<file path="src/rtl/hslp_err_acc.sv">
// hslp_err_acc: streaming error-distance statistics for 8x8 approximate multipliers
module hslp_err_acc #(
  parameter int N_LOG2 = 16
) (
  input  logic                clk,
  input  logic                rst,
  input  logic                start,
  input  logic                in_valid,
  output logic                in_ready,
  input  logic [7:0]          a,
  input  logic [7:0]          b,
  input  logic [15:0]         prod8,
  output logic                busy,
  output logic                done,
  output logic [15+N_LOG2:0]  sum_ed,
  output logic [15:0]         max_ed,
  output logic [N_LOG2:0]     err_cnt
);
  typedef enum logic [1:0] {IDLE, RUN, DRAIN, DONE} state_t;
  localparam logic [N_LOG2:0] last_idx = {1'b0, {N_LOG2{1'b1}}};
  state_t state, state_nx;
  logic [N_LOG2:0] acc_cnt;
  logic drain_cnt, acc, last, clr;
  logic s1_v, s2_v;
  logic [15:0] s1_exact, s1_p, s2_ed;
  // next-state and handshake/status decode
  always_comb begin
    in_ready = state == RUN;
    busy = state == RUN || state == DRAIN;
    done = state == DONE;
    acc = in_ready & in_valid;
    last = acc && acc_cnt == last_idx;
    clr = start && (state == IDLE || state == DONE);
    state_nx = clr ? RUN : last ? DRAIN : (state == DRAIN && drain_cnt) ? DONE : state;
  end
  // state register
  always_ff @(posedge clk)
    if (rst) state <= IDLE;
    else state <= state_nx;
  // accept counter and two-cycle drain timer
  always_ff @(posedge clk) begin
    if (rst || clr) acc_cnt <= '0;
    else if (acc) acc_cnt <= acc_cnt + 1'b1;
    drain_cnt <= !rst && state == DRAIN && !drain_cnt;
  end
  // S1/S2: exact product, then absolute error in either direction
  always_ff @(posedge clk) begin
    s1_v <= !rst && acc;
    s2_v <= !rst && s1_v;
    s1_exact <= 16'(a) * 16'(b);
    s1_p <= prod8;
    s2_ed <= s1_exact >= s1_p ? s1_exact - s1_p : s1_p - s1_exact;
  end
  // S3: statistics accumulation, cleared by reset or a new run
  always_ff @(posedge clk)
    if (rst || clr) begin
      sum_ed <= '0;
      max_ed <= '0;
      err_cnt <= '0;
    end else if (s2_v) begin
      sum_ed <= sum_ed + {{N_LOG2{1'b0}}, s2_ed};
      max_ed <= s2_ed > max_ed ? s2_ed : max_ed;
      err_cnt <= err_cnt + {{N_LOG2{1'b0}}, |s2_ed};
    end
endmodule

</file>
<file path="config.mk">
export PLATFORM = sky130hd
export DESIGN_NAME = hslp_err_acc
export DESIGN_NICKNAME = d
export VERILOG_FILES = /design/src/rtl/hslp_err_acc.sv
export SDC_FILE = /design/constraint.sdc
export NUM_CORES = 1
export LEC_CHECK = 0
export CAP_MARGIN = 15
export CORE_ASPECT_RATIO = 1.4
export CORE_UTILIZATION = 38
export DETAILED_ROUTE_END_ITERATION = 10
export PLACE_DENSITY_LB_ADDON = 0.25
export SLEW_MARGIN = 20
export SYNTH_ARGS = -nofsm -noshare
export SYNTH_HDL_FRONTEND = slang
export SYNTH_SLANG_ARGS = --single-unit
</file>
<file path="constraint.sdc">
create_clock -name clk -period 5 [get_ports clk]
set_input_delay 0.75 -clock clk [delete_from_list [all_inputs] [get_ports clk]]
set_output_delay 0.75 -clock clk [all_outputs]
set_load 0.02 [all_outputs]
</file>
==> results of run 1 <==
worst paths after layout:
kind	start	endpoint	slack, ns	cells past startpoint
max reg2reg	s2_ed[0]$_DFF_P_	sum_ed[22]$_SDFFE_PP0P_	2.17	10
max	b[4]	s1_exact[15]$_DFF_P_	0.24	17
min reg2reg	s1_v$_DFF_P_	s2_v$_DFF_P_	0.46	1
min	s1_v$_DFF_P_	s2_v$_DFF_P_	0.46	1
sequential cells by signal, indices dropped and copies added, names as in the netlist:
| signal | cells |
|---|---|
| s2_ed | 16 |
| s1_exact | 16 |
| max_ed | 16 |
| s1_p | 16 |
| sum_ed | 32 |
| drain_cnt | 1 |
| err_cnt | 17 |
| s1_v | 1 |
| acc_cnt | 17 |
| s2_v | 1 |
| state | 2 |
cells in the final DEF (no fill, tap or decap), types with 24 or more instances in the layout:
cell and instances:
dfxtp_1 135, inv_1 114, ha_1 106, clkdlybuf4s50_1 103, nand2_1 84, nor2_1 68, a21oi_1 61, and2_1 48
xor2_1 40, fa_1 39, buf_4 36, nand3_1 34, o21ai_0 30, xnor2_1 24
power by group through the flow:
stage | Sequential [mW] | Clock, mW | Combinational [mW]
6_report | 1.35 | 1.36 | 2.16
5_1_grt | 1.37 | 1.43 | 2.42
4_1_cts | 1.35 | 1.39 | 2.15
3_5_place_dp | 1.38 | 0 | 2.13
3_3_place_gp | 1.37 | 0 | 2.12
2_1_floorplan | 1.34 | 0 | 1.66
worst max-delay path: stages:
cell and delay, ns:
clkdlybuf4s50_1 0.45, buf_4 0.16, and2_1 0.16, fa_1 0.45, fa_1 0.55, inv_1 0.05, fa_1 0.46, fa_1 0.54
inv_1 0.04, ha_1 0.29, o21a_1 0.19, o31a_1 0.12, o211ai_1 0.25, a21oi_2 0.11, a2111oi_4 0.23, a21oi_1 0.13
xnor2_1 0.13
layer usage:
metal	vias up	share of wire [%]	GRT usage, %
li1	3924	-	-
met1	3679	40	18.9
met2	160	54	34.8
met3	41	3.1	2.60
met4	0	2.7	6.87
met5	-	0	0
repair_timing:
item | in CTS | in global routing
endpoints found under the setup margin | 0 | 3
hold endpoints to repair | 0 | 0
gates resized for setup | 0 | 4
hold buffers | 0 | 0
per-stage QoR:
step / utilization, % / cells / cell area [µm²] / setup TNS, ns / hold slack, ns
2_1_floorplan: - / 1072 / 9370 / 0 / 0.414
3_3_place_gp: 45.3 / 1489 / 10900 / -0.845 / 0.428
3_5_place_dp: 45.3 / 1489 / 10900 / -1.06 / 0.446
4_1_cts: 48.0 / 1521 / 11500 / 0 / 0.462
5_1_grt: 48.1 / 1521 / 11600 / 0 / 0.486
6_report: 48.1 / 1521 / 11600 / 0 / 0.459
logic make-up (layout without fill, tap and decap cells):
group	count (synthesis)	in the layout	share of synthesized area, %
xor+xnor	64	64	5.98
flops	135	135	28.9
mux	22	22	2.38
compound gates	222	222	15.6
buf+inv	147	286	6.41
simple gates	337	337	18.3
fa+ha+maj	145	145	22.5
final cells by class:
cell class | instances | area (µm²)
sequential | 135 | 2700
inverter | 115 | 432
clock inverter | 15 | 214
multi-input combinational | 790 | 6100
clock buffer | 17 | 425
timing repair buffer | 139 | 1300
tap | 310 | 388
fill | 2377 | 12500
==> run metrics, run 1 <==
root buf cell clkbuf_16; Worst-Margin Slew 0.718 ns; die area 0.0253 mm²; Crit Path Class input pin to flop; CP startpoint kind input pin; Post-synth EDFFs 0; diode count 0; Chip Width 135 µm; Slew HR 51.9%; Post-Synthesis Net Count 1,253; first-pass GRT wire length 36,600 µm; Area Overhead vs Synth 23.5%; Worst Hold Class flop to flop; final worst slack 0.241 ns; clock transition at the registers of the reported paths 0.06 ns; Cell Int Power 3.05 mW; cts bufs inserted 17; via density per instance 5.13; synth warn 0; post-synthesis cell count 1,072; input/output buffers 103; Post-CTS Setup Bufs 0; cell with the most instances after synthesis dfxtp_1; H-tree depth 4; Worst VDD drop 180 µV; Pwr Total 4.87 mW; crit share post-route 95.2%; Max Slew Vio Count 0; # rows 67; Comb power frac 44.4%; outcome complete, no violations; total grt overflow 0; fraction of layout cells with a size suffix above 1 7.68%; Setup Skew 0.00831 ns; Routed wire per std cell 14.5 µm; Leak 4.89 nW; Max Cap Viol 0; Post-DRT Antenna Nets 0; minimum clock period 4.76 ns; Synth area leader dfxtp_1; Post-synth top cells dfxtp_1 (135), inv_1 (114), ha_1 (106); Cell Pwr Density 421 mW/mm²; Sink Count 135; hpwl dp 17,400 µm; vias in the first global route 7,931; Setup Viol. Count Final 0; I/O pin total 104; Seq cells post-synth 135; gp weighted congestion 0.858; Clock Path Buffers 2; clock share of power 27.9%; via count 7,804; CP required 5.31 ns; Nets 1,379; initial core utilization 38.9%; initial antenna violation count 0; largest net degree at the start of global routing 59; f_max 0.210 GHz; syn_area_per_cell 8.74 µm²; CORE AREA 0.0241 mm²; Routed WL 22,000 µm; number of distinct library cells after synthesis 67; TritonCTS clock tree built; final hold violations 0; total track usage 17.9%; DRT iter0 DRCs 332; 1st-pass router iterations 7; Net Sw Frac 37.3%; unrepaired setup endpoints after global routing false; Main synth FF type dfxtp_1; clock latency on the worst-skew pair 0.43 ns; DP Worst Slack -0.327 ns; CP Capture Type flop; ranking of synthesized cells by area dfxtp_1 (29%), ha_1 (14%), fa_1 (8.3%); Async SR Flop Fraction 0%; Sequential Power Share 27.7%; Mapped Area 0.00937 mm²; Switch Pwr 1.81 mW; Die Y 188 µm; Critical Path Fanout Max 3; drt drc 0; register area share after synthesis 28.9%; WP data arrival 5.07 ns; area share of the largest cell type after synthesis 28.9%
(Power assumes the default switching activity.)
==> run 2, diff against run 1 <==
- HOLD_SLACK_MARGIN: default -> 0.02
==> results of run 2 <==
No change in the layout: final DEF, timing and power equal those of run 1.
